**src/rtl/eco32f_wb_arbiter.sv**
```systemverilog
// eco32f_wb_arbiter: shares one Wishbone slave port between the fetch (ibus)
// and load/store (dbus) masters. A grant is held for the whole Wishbone cycle
// so refill bursts stay atomic; a per-grant watchdog errors out hung beats.
module eco32f_wb_arbiter #(
    parameter int unsigned ROUND_ROBIN    = 0,
    parameter int unsigned TIMEOUT_CYCLES = 255
) (
    input  logic        clk,
    input  logic        rst,

    input  logic [31:0] ibus_adr_i,
    input  logic        ibus_cyc_i,
    input  logic        ibus_stb_i,
    input  logic [2:0]  ibus_cti_i,
    input  logic [1:0]  ibus_bte_i,
    output logic        ibus_ack_o,
    output logic        ibus_err_o,

    input  logic [31:0] dbus_adr_i,
    input  logic        dbus_cyc_i,
    input  logic        dbus_stb_i,
    input  logic [3:0]  dbus_sel_i,
    input  logic        dbus_we_i,
    input  logic [2:0]  dbus_cti_i,
    input  logic [1:0]  dbus_bte_i,
    input  logic [31:0] dbus_dat_i,
    output logic        dbus_ack_o,
    output logic        dbus_err_o,

    output logic [31:0] wbm_adr_o,
    output logic        wbm_cyc_o,
    output logic        wbm_stb_o,
    output logic [3:0]  wbm_sel_o,
    output logic        wbm_we_o,
    output logic [2:0]  wbm_cti_o,
    output logic [1:0]  wbm_bte_o,
    output logic [31:0] wbm_dat_o,
    input  logic        wbm_ack_i,
    input  logic        wbm_err_i
);

    localparam int unsigned      WDT_W     = 16;
    localparam logic [WDT_W-1:0] WDT_LIMIT = WDT_W'(TIMEOUT_CYCLES);
    localparam bit               WDT_EN    = (TIMEOUT_CYCLES != 0);

    typedef enum logic [1:0] {
        ST_IDLE  = 2'd0,
        ST_GNT_I = 2'd1,
        ST_GNT_D = 2'd2
    } state_t;

    state_t           r_state;
    logic [WDT_W-1:0] r_wdt;
    logic             r_last_d;   // 1 when dbus held the most recent grant

    logic w_gnt_i;
    logic w_gnt_d;
    logic w_own_cyc;
    logic w_own_stb;
    logic w_rsp;
    logic w_tmo;
    logic w_tie_d;

    // Grant decode; reset blanks the grant in the same cycle it is asserted.
    assign w_gnt_i   = (r_state == ST_GNT_I) && !rst;
    assign w_gnt_d   = (r_state == ST_GNT_D) && !rst;
    assign w_own_cyc = (w_gnt_i && ibus_cyc_i) || (w_gnt_d && dbus_cyc_i);
    assign w_own_stb = (w_gnt_i && ibus_stb_i) || (w_gnt_d && dbus_stb_i);
    assign w_rsp     = wbm_ack_i || wbm_err_i;
    assign w_tmo     = WDT_EN && w_own_stb && (r_wdt == WDT_LIMIT);
    assign w_tie_d   = (ROUND_ROBIN == 0) || !r_last_d;

    // Bus request mux; a watchdog expiry drops cyc/stb for its cycle.
    assign wbm_cyc_o = w_own_cyc && !w_tmo;
    assign wbm_stb_o = w_own_stb && !w_tmo;
    assign wbm_we_o  = w_gnt_d && dbus_we_i;
    assign wbm_sel_o = w_gnt_d ? dbus_sel_i : (w_gnt_i ? 4'hf : 4'h0);
    assign wbm_cti_o = w_gnt_d ? dbus_cti_i : (w_gnt_i ? ibus_cti_i : 3'h0);
    assign wbm_bte_o = w_gnt_d ? dbus_bte_i : (w_gnt_i ? ibus_bte_i : 2'h0);
    assign wbm_adr_o = w_gnt_d ? dbus_adr_i : (w_gnt_i ? ibus_adr_i : 32'h0);
    assign wbm_dat_o = w_gnt_d ? dbus_dat_i : 32'h0;

    // Response steering: only the owner with stb high sees the slave reply.
    assign ibus_ack_o = w_gnt_i && ibus_stb_i && wbm_ack_i && !w_tmo;
    assign ibus_err_o = w_gnt_i && ((ibus_stb_i && wbm_err_i) || w_tmo);
    assign dbus_ack_o = w_gnt_d && dbus_stb_i && wbm_ack_i && !w_tmo;
    assign dbus_err_o = w_gnt_d && ((dbus_stb_i && wbm_err_i) || w_tmo);

    // Grant FSM, last-grant tracking and stalled-beat watchdog.
    always_ff @(posedge clk) begin
        if (rst) begin
            r_state  <= ST_IDLE;
            r_wdt    <= '0;
            r_last_d <= 1'b0;
        end else begin
            case (r_state)
                ST_IDLE: begin
                    r_wdt <= '0;
                    if (dbus_cyc_i && (!ibus_cyc_i || w_tie_d)) begin
                        r_state  <= ST_GNT_D;
                        r_last_d <= 1'b1;
                    end else if (ibus_cyc_i) begin
                        r_state  <= ST_GNT_I;
                        r_last_d <= 1'b0;
                    end
                end
                ST_GNT_I, ST_GNT_D: begin
                    if (!w_own_cyc || w_tmo) begin
                        r_state <= ST_IDLE;
                        r_wdt   <= '0;
                    end else if (w_rsp || !w_own_stb) begin
                        r_wdt <= '0;
                    end else begin
                        r_wdt <= r_wdt + WDT_W'(1);
                    end
                end
                default: begin
                    r_state <= ST_IDLE;
                    r_wdt   <= '0;
                end
            endcase
        end
    end

endmodule

```
**config.mk**
```make
export PLATFORM = sky130hd
export DESIGN_NAME = eco32f_wb_arbiter
export DESIGN_NICKNAME = d
export VERILOG_FILES = /design/src/rtl/eco32f_wb_arbiter.sv
export SDC_FILE = /design/constraint.sdc
export NUM_CORES = 1
export LEC_CHECK = 0
export CAP_MARGIN = 30
export CORE_ASPECT_RATIO = 1.75
export CORE_MARGIN = 2
export CORE_UTILIZATION = 28
export DETAILED_ROUTE_END_ITERATION = 12
export HOLD_SLACK_MARGIN = 0.06
export PLACE_DENSITY = 0.9
export SLEW_MARGIN = 20
export SYNTH_ARGS = -nofsm -noshare
export SYNTH_HDL_FRONTEND = slang
export SYNTH_SLANG_ARGS = --single-unit
```
**constraint.sdc**
```tcl
create_clock -name clk -period 4.1 [get_ports clk]
set_input_delay 0.615 -clock clk [delete_from_list [all_inputs] [get_ports clk]]
set_output_delay 0.615 -clock clk [all_outputs]
set_load 0.01 [all_outputs]
```
==> results.yml <==
global_routing:
  grt_max_degree: 42
  grt_pass1_vias: 2251
  grtUsageMet1: 0.299
  use_met2: 0.419
  grt_overflow: 0
  busiest_layer: "met2"
  grt_pass1_wl_microns: 11800
  antenna_found_initial: 0
  grt_use_met3: 0.0746
  grt.total_usage: 0.250
placed_design:
  dp.final_hpwl_microns: 6920
  place.gp.congestion: 0.945
  post_dp_cell_area_sq_um: 3660
  placedCellCount: 468
  portBuffers: 198
  pre_cts_ws_ns: 0.749
worst_setup_path:
  worst-path-stages: 6
  r2r_setup_slack_ns: 2.02
  cpMostUsedCell: "clkdlybuf4s50_1"
  rr_worst_depth: 5
  cp-end-kind: "output port"
  arrival_ns: 2.74
  slowest_delay_ns: 0.57
  timing.rr.end: "r_state[1]"
  cp.required_ns: 3.48
  worstSetupEndpoint: "wbm_adr_o[3]"
  path_cells: "clkdlybuf4s50_1, nand2b_1, nor2_2, buf_12, a22o_1, clkdlybuf4s50_1"
  critPathTopFamily: "buffers and inverters"
  critPathLaunchType: "primary input"
  startpoint: "rst"
  r2r-start: "r_wdt[0]"
  cp_slowest_cell: "clkdlybuf4s50_1"
  path_buf_inv: 3
  crit_fanout: 37
  critPathKind: "primary input to output port"
cells_and_area:
  antenna_cells: 0
  final_core_util: 0.671
  finish.instance_area_sq_um: 3720
  syn2layout_area_growth_pct: 132
  fillers: 446
  nets: 520
  seq_area_sq_um: 360
  multi_input_area_sq_um: 1170
  drive_gt1_frac: 0.0379
  fin_cells: 472
timing:
  timing.final.crit_share: 0.817
  setup_ws_ns: 0.748
  timing_hold_violations_final: 0
  max_freq_mhz: 298
  setup-tns-final_ns: 0
  tightest_slew_ns: 0.483
  final-max-slew-violation-count: 0
  rsz0062_at_grt: "false"
  setup_violations: 0
  fin_skew_ns: 0.00110
  relSlewSlack: 0.677
  fin_crit_ns: 3.35
clock_tree:
  cts_tree: "done"
  numCtsBuffers: 3
  ctsHoldBuffers: 0
  postCtsSetupBuffers: 0
  clk_pin_slew_ns: 0.06
  clockBufferDepth: 2
  cts.htree.levels: 1
  clock-sinks: 18
  cts.repair.resized: 0
  cts-root-buf: "clkbuf_8"
  clk_latency_ns: 0.26
detailed_routing:
  via_per_inst: 4.93
  wire_per_inst_microns: 17.9
  ant_nets: 0
  finalWirelength_microns: 8470
  remaining_drc_errors: 0
  drt_pass1_iterations: 4
  vias: 2325
  drtIter0Drc: 146
die:
  rows: 36
  core_sq_um: 5540
  die_y_microns: 104
  die-width_microns: 61.1
  pin_count: 199
  dieArea_sq_um: 6360
  initial_utilization: 0.289
power:
  power_frac_comb: 0.469
  pwr-share-seq: 0.293
  intPower_mw: 0.452
  switching_share: 0.256
  power_leakage_nw: 1.32
  pwr-share-clk: 0.239
  vdd_drop_max_uv: 185
  p_sw_mw: 0.156
  power.density_nw_per_um2: 164
yosys:
  yosysWarnings: 0
  synth_cell_types: 34
  synthFlopType: "dfxtp_1"
  synth-edff-count: 0
  mappedNetlistArea_sq_um: 1600
  syn_avg_cell_area_sq_um: 7.81
  yosysSeqAreaShare: 0.225
  async_flop_share: 0
  synth_fp_nets: 328
  synth-seq-cells: 18
  synthCells: 205
min_path:
  hp-class: "flop to flop"
run_status:
  status: "completed"
job:
  cap_violations: 0
## synth_stat cells (all sizes together) (2+ instances only)
master / count / area share
a21o: 4 / 0.019
o21ai: 2 / 0.0062
nand2b: 2 / 0.0078
inv: 6 / 0.014
clkbuf: 13 / 0.030
xnor2: 13 / 0.071
nand3: 5 / 0.016
dfxtp: 18 / 0.23
nand2: 7 / 0.016
or4: 3 / 0.019
nor2b: 2 / 0.0078
a21boi: 2 / 0.0094
a22o: 37 / 0.20
and2: 33 / 0.13
ha: 4 / 0.031
nor2: 26 / 0.061
a21oi: 2 / 0.0063
nand4: 4 / 0.025
nor3: 7 / 0.022
a22oi: 2 / 0.0094
nor4: 4 / 0.025
## cell type report
type | count | share of cell area
clock buffers | 4 | 0.0148
inverters | 6 | 0.00606
multi-input cells | 167 | 0.314
flip-flops and latches | 18 | 0.0969
well taps | 76 | 0.0256
repair buffers | 201 | 0.543
## flip-flops by register name (all words and copies together) (netlist names)
name / flops
r_state: 2
r_wdt: 16
## placed cells by master (no fill, tap or decap), drive strengths merged, types with 3 or more instances in the layout
cell type and n:
a21o 4, a22o 37, and2 33, buf 3, clkbuf 4, clkdlybuf4s50 198
dfxtp 18, ha 4, inv 6, nand2 7, nand3 5, nand4 4
nor2 26, nor3 7, nor4 4, or4 3, xnor2 13
## power groups by stage
stage          Combinational [mW]  Sequential (mW)  Clock [mW]
3_3_place_gp                0.281            0.182           0
6_report                    0.285            0.178       0.145
2_1_floorplan              0.0819            0.181           0
4_1_cts                     0.287            0.178       0.147
3_5_place_dp                0.284            0.182           0
5_1_grt                     0.301            0.178       0.155
## worst min-delay path by stage
stage / startpoint / to / slack [ns] / depth (start not counted)
floorplan: r_wdt[0] / r_wdt[0] / 0.43 / 1
global placement: r_wdt[0] / r_wdt[0] / 0.44 / 1
detailed placement: r_wdt[0] / r_wdt[0] / 0.46 / 1
CTS: r_wdt[0] / r_wdt[0] / 0.48 / 1
global route: r_wdt[0] / r_wdt[0] / 0.51 / 1
finish: r_wdt[0] / r_wdt[0] / 0.48 / 1
## logic make-up after synthesis
| kind of cell | after synthesis | synth area share |
|---|---|---|
| AND/OR/NAND/NOR | 97 | 0.347 |
| AO/OA/AOI/OAI | 52 | 0.268 |
| buffers and inverters | 20 | 0.0516 |
| flip-flops | 18 | 0.225 |
| XOR/XNOR | 14 | 0.0766 |
| adder cells (fa/ha/maj) | 4 | 0.0313 |
## layer usage
metal	routed length, microns	vias to the layer above
li1	-	1115
met1	3080	1049
met2	3990	146
met3	1240	15
met4	160	0
met5	0	-
## stage by stage
step | hold WS (ns) | total power [mW]
after detailed placement | 0.462 | 0.466
after floorplan | 0.429 | 0.263
final | 0.476 | 0.608
after CTS | 0.477 | 0.611
after global placement | 0.442 | 0.463
after global routing | 0.515 | 0.634
No activity file was read; power rests on OpenSTA's default activity.
